## config.mk

```make
export PLATFORM = sky130hd
export DESIGN_NAME = poly_eval_engine
export DESIGN_NICKNAME = d
export VERILOG_FILES = /design/src/rtl/poly_eval_engine.sv
export SDC_FILE = /design/constraint.sdc
export NUM_CORES = 1
export LEC_CHECK = 0
export CAP_MARGIN = 0
export CELL_PAD_IN_SITES_DETAIL_PLACEMENT = 1
export CELL_PAD_IN_SITES_GLOBAL_PLACEMENT = 2
export CORE_ASPECT_RATIO = 1.4
export CORE_MARGIN = 4
export CORE_UTILIZATION = 37
export CTS_CLUSTER_DIAMETER = 30
export DETAILED_ROUTE_END_ITERATION = 16
export GPL_TIMING_DRIVEN = 0
export PLACE_DENSITY_LB_ADDON = 0.1
export SYNTH_ARGS = -nofsm -noshare
export SYNTH_HDL_FRONTEND = slang
export SYNTH_SLANG_ARGS = --single-unit
```

## constraint.sdc

```tcl
create_clock -name clock -period 6.3 [get_ports clock]
set_input_delay 0.945 -clock clock [delete_from_list [all_inputs] [get_ports clock]]
set_output_delay 0.945 -clock clock [all_outputs]
set_load 0.005 [all_outputs]
```

## src/rtl/poly_eval_engine.sv

```systemverilog
// Horner-method polynomial evaluator fed by FWFT instruction/data FIFOs, producing a
// result word and a status word per instruction, with wrap or saturate overflow handling.
module poly_eval_engine #(
    parameter int unsigned DATA_WIDTH   = 16,
    parameter int unsigned DEGREE_WIDTH = 4,
    parameter int unsigned MAX_DEGREE   = 15,
    parameter int unsigned SATURATE     = 0
) (
    input  logic                      clock,
    input  logic                      reset,
    input  logic [DEGREE_WIDTH+3:0]   instruction,
    input  logic                      empty_instruction,
    output logic                      read_enable_instruction,
    input  logic [DATA_WIDTH-1:0]     data,
    input  logic                      empty_data,
    output logic                      read_enable_data,
    output logic [DATA_WIDTH-1:0]     result,
    input  logic                      full_result,
    output logic                      write_enable_result,
    output logic [3:0]                status,
    input  logic                      full_status,
    output logic                      write_enable_status,
    output logic                      busy
);
    localparam int unsigned DW = DATA_WIDTH;
    localparam int unsigned WW = 2 * DATA_WIDTH + 1;
    localparam int unsigned CW = DEGREE_WIDTH + 1;
    localparam logic [DEGREE_WIDTH-1:0] MAX_DEG = DEGREE_WIDTH'(MAX_DEGREE);

    typedef enum logic [1:0] {IDLE, LOAD_X, ACCUM, WRITE} state_t;

    state_t          state_q, state_d;
    logic [DW-1:0]   acc_q, acc_d;
    logic [DW-1:0]   x_q, x_d;
    logic [DW-1:0]   result_q, result_d;
    logic [CW-1:0]   count_q, count_d;
    logic            ovf_q, ovf_d;
    logic            eval_q, eval_d;
    logic [3:0]      err_q, err_d;
    logic [3:0]      status_q, status_d;

    logic [3:0]              opcode;
    logic [DEGREE_WIDTH-1:0] degree;
    logic [WW-1:0]           acc_w, x_w, d_w, sum_w;
    logic [WW-DW:0]          upper;
    logic                    step_ovf;
    logic [DW-1:0]           sat_val, step_val;

    assign opcode = instruction[DEGREE_WIDTH+3 -: 4];
    assign degree = instruction[DEGREE_WIDTH-1:0];
    assign busy   = (state_q != IDLE);
    assign result = result_d;
    assign status = status_d;

    // Sign-extended operands make the modular WW-bit product/sum exact.
    always_comb begin
        acc_w    = {{(DW+1){acc_q[DW-1]}}, acc_q};
        x_w      = {{(DW+1){x_q[DW-1]}}, x_q};
        d_w      = {{(DW+1){data[DW-1]}}, data};
        sum_w    = acc_w * x_w + d_w;
        upper    = sum_w[WW-1:DW-1];
        step_ovf = (|upper) && !(&upper);
        sat_val  = sum_w[WW-1] ? {1'b1, {(DW-1){1'b0}}} : {1'b0, {(DW-1){1'b1}}};
        step_val = (SATURATE != 0 && step_ovf) ? sat_val : sum_w[DW-1:0];
    end

    always_comb begin
        state_d  = state_q;
        acc_d    = acc_q;
        x_d      = x_q;
        count_d  = count_q;
        ovf_d    = ovf_q;
        eval_d   = eval_q;
        err_d    = err_q;
        result_d = result_q;
        status_d = status_q;
        read_enable_instruction = 1'b0;
        read_enable_data        = 1'b0;
        write_enable_result     = 1'b0;
        write_enable_status     = 1'b0;
        if (!reset) begin
            case (state_q)
                IDLE: begin
                    if (!empty_instruction) begin
                        read_enable_instruction = 1'b1;
                        count_d = {1'b0, degree};
                        eval_d  = 1'b0;
                        state_d = WRITE;
                        if (opcode == 4'h0) begin
                            if (degree > MAX_DEG) begin
                                err_d = 4'b1001;
                            end else begin
                                eval_d  = 1'b1;
                                state_d = LOAD_X;
                            end
                        end else if (opcode == 4'h1) begin
                            err_d = 4'b0001;
                        end else begin
                            err_d = 4'b0101;
                        end
                    end
                end
                LOAD_X: begin
                    if (!empty_data) begin
                        read_enable_data = 1'b1;
                        x_d     = data;
                        acc_d   = '0;
                        ovf_d   = 1'b0;
                        count_d = count_q + 1'b1;
                        state_d = ACCUM;
                    end
                end
                ACCUM: begin
                    if (!empty_data) begin
                        read_enable_data = 1'b1;
                        acc_d   = step_val;
                        ovf_d   = ovf_q | step_ovf;
                        count_d = count_q - 1'b1;
                        if (count_q == CW'(1)) state_d = WRITE;
                    end
                end
                WRITE: begin
                    if (!full_status && (!eval_q || !full_result)) begin
                        write_enable_status = 1'b1;
                        write_enable_result = eval_q;
                        if (eval_q) begin
                            result_d = acc_q;
                            status_d = {2'b00, ovf_q, 1'b1};
                        end else begin
                            status_d = err_q;
                        end
                        state_d = IDLE;
                    end
                end
                default: state_d = IDLE;
            endcase
        end
    end

    always_ff @(posedge clock) begin
        if (reset) begin
            state_q  <= IDLE;
            acc_q    <= '0;
            x_q      <= '0;
            count_q  <= '0;
            ovf_q    <= 1'b0;
            eval_q   <= 1'b0;
            err_q    <= '0;
            result_q <= '0;
            status_q <= '0;
        end else begin
            state_q  <= state_d;
            acc_q    <= acc_d;
            x_q      <= x_d;
            count_q  <= count_d;
            ovf_q    <= ovf_d;
            eval_q   <= eval_d;
            err_q    <= err_d;
            result_q <= result_d;
            status_q <= status_d;
        end
    end
endmodule

```

==> metrics.cfg <==
[setup_path]
path_buf_inv=5
crit_fanout=10
rr_endpoint=ovf_q
cpMostUsedCell=fa_1
r2r_cells=23
worstPathCellList=clkbuf_8 -> nand2_1 -> inv_2 -> fa_2 -> inv_2 -> fa_1 -> fa_1 -> fa_1 -> fa_1 -> fa_1 -> inv_1 -> ha_2 -> a21oi_2 -> o211ai_1 -> a311oi_2 -> buf_4 -> nor3_2 -> or4_1 -> o21ai_1 -> xnor2_1 -> and4b_1 -> and4_1 -> a311oi_1
slowest_delay_ns=0.65
cp_top_family=adder cells
required_ns=6.55
cp-start-kind=register
critPathKind=register to register
endpoint_kind=register
r2r-start=acc_q[15]
cp.arrival_ns=6.80
cpMaxStageDelayCell=fa_2
rrSetupSlack_ns=-0.24

[place]
dp_hpwl_um=36560
routabilityCongestion=0.8527
port_buffers=54

[cts]
cts_tree=yes
clockBufferDepth=2
clock-root-buffer=clkbuf_16
cts.sink_count=64
clk_latency_ns=0.34
h-tree-depth=3
numCtsBuffers=9
clk_pin_slew_ns=0.06

[die]
fp.coreArea_um2=35700
core.rowCount=82
die-width_um=168.6
initial_core_util_pct=37.44
dieArea_um2=39270
die-height_um=232.9
io_pins=55

[power]
power_density_nw_per_um2=159.5
ir_drop_v=0.0001221
p_leak_uw=0.006151

[sta]
finalCritPeriodShare_pct=103.9
fin_worst_skew_ns=0.005722
slew_headroom_pct=54.21
max_freq_ghz=0.1528
setup_violations=1
period_minus_slack_ns=6.544
slew_violations=0
rsz0062_at_grt=yes
hold_viol_final=0
setup_ws_ns=-0.2441
tightestPinTransition_ns=0.6869
timing.hold.ws_ns=0.4527

[global_routing]
grt_max_degree=12
grt_pass1_vias=12130
grt_pass1_wl_um=70950
antenna_found_initial=0
grt-ovfl-total=0
grt_usage_pct=24.19

[detailed_routing]
wl_per_cell_um=22.58
ant_nets=0
remaining_drc_errors=0
wl_met3_um=1283
wl_met1_um=17240
viasPerCell=5.171
route.met2.wl_um=25080
drt_wl_total_um=46000
drtIter0Drc=325
num_vias=10530
drt_first_pass_iters=5
dr.max_layer_used=met4

[synth]
synth_warnings=0
syn_nets=1881
syn_avg_cell_area_um2=9.081
syn_area_um2=13370
syn-instance-count=1472
ys_ff_latch=64
async_flop_share_pct=0
yosysSeqAreaShare_pct=9.585
synth_edf_count=0
synth-main-ff-cell=dfxtp_1
yosysUniqueCellTypes=63

[cells_and_area]
nets=1980
drive_gt1_share_pct=13.27
n_antenna_cell=0
final_core_util_pct=44.17
area_growth_pct=17.99

[status]
status=finished with violations
violations=setup timing

[min_path]
holdPathEnd=result_q[10]
min_path_cells=2
min_path_type=register to register
hold_path.startpoint=result_q[10]

[flow_run]
maxCapViolCount=0

-- worst min-delay path, stage by stage (launching register included) --
cell	delay, ns
dfxtp_1	0.30
nand2_1	0.05
a21oi_1	0.05
-- metrics by stage --
stage               setup TNS [ns]  cells  instance area [um^2]  worst slack [ns]  power, uW
floorplan                        0   1472                 13380           0.01775       1424
global placement            -3.599   1988                 14500            -1.570       1884
detailed placement          -4.013   1988                 14500            -1.643       1904
CTS                        -0.2101   2025                 15620           -0.2101       2533
global route               -0.4338   2037                 15770           -0.4338       2731
finish                     -0.2441   2037                 15770           -0.2441       2516
-- synth_stat cells, drive strengths merged (9+ instances only) --
cell type  count  area (um^2)
a22oi         10        75.07
fa           286         5725
mux2          18        202.7
dfxtp         64         1281
nand3         15        75.07
clkbuf        75        284.0
a21o          10        77.58
o21ai         20        100.1
nand4          9        56.30
xnor2         23        209.0
nand2        227        852.1
nand2b        17        106.4
xor2          16        140.1
a21oi         78        390.4
inv          242        908.4
ha            93         1164
nor2          57        214.0
and2         115        719.4
-- power breakdown --
group	total, uW	leakage [uW]	internal [uW]	switching (uW)
logic	1490	0.00548	607	882
registers	564	0.000542	456	108
clock network	464	0.000130	286	178
total	2520	0.00615	1350	1170
-- metal layers --
metal  up-vias  global-route usage [%]
met5         -                       0
met4         0                   9.541
met3        81                   2.634
met2       160                   46.33
met1      5547                   27.15
li1       4745                       -
-- sequential cells by signal, summed over array words and instances (netlist names) --
register / flops
acc_q: 16
result_q: 16
x_q: 16
count_q: 5
status_q: 4
err_q: 3
state_q: 2
eval_q: 1
ovf_q: 1
-- layout by cell type, fill, tap and decap left out, types with 6 or more instances in the layout --
cell type	count
o21ai_1	6
inv_1	234
fa_2	9
fa_1	277
dfxtp_1	34
ha_1	81
nand2_1	226
nor2_1	57
mux2_2	18
clkbuf_1	27
clkbuf_4	7
xnor2_1	22
and2_1	111
nor2b_1	6
buf_4	53
a21oi_1	72
clkdlybuf4s50_1	54
ha_4	7
mux2i_1	7
dfxtp_4	27
nand3_1	15
a21o_1	7
xor2_1	15
clkbuf_8	18
o21ai_0	14
clkbuf_16	14
a22oi_1	10
nand2b_1	17
nand4_1	9
-- repair_timing --
| item | 4_1_cts | 5_1_grt |
|---|---|---|
| setup endpoints to repair | 9 | 1 |
| hold buffers | 0 | 0 |
| gates resized for setup | 183 | 23 |
| pin swaps | 28 | 20 |
| buffers inserted | 41 | 13 |
-- how the worst max path moves through the flow --
stage | end | slack, ns | cells after the start | startpoint
final | ovf_q | -0.24 | 23 | acc_q[15]
after global routing | ovf_q | -0.43 | 25 | acc_q[3]
after CTS | ovf_q | -0.21 | 24 | acc_q[11]
after detailed placement | ovf_q | -1.64 | 21 | acc_q[1]
after global placement | ovf_q | -1.57 | 21 | acc_q[2]
after floorplan | ovf_q | 0.02 | 23 | acc_q[15]
-- logic make-up (layout without fill, tap and decap cells) --
kind of cell	count (synthesis)	count (layout)	share of synthesized area, %
buffers and inverters	322	425	9.117
and+or+nand+nor	476	476	17.04
muxes	25	25	2.041
xor gates and xnor gates	39	39	2.612
AOI/OAI and AO/OA	167	167	8.069
adders and majority gates	379	379	51.54
DFF	64	64	9.585
-- area by class of cell --
cell class	instances	area [um^2]
Fill cell	4105	19930
Multi-Input combinational cell	1086	11090
Sequential cell	64	1386
Timing Repair Buffer	108	983.4
Inverter	242	919.6
Tap cell	462	578.1
Buffer	60	548.0
Clock buffer	15	267.8
No activity file was read; power rests on OpenSTA's default activity.
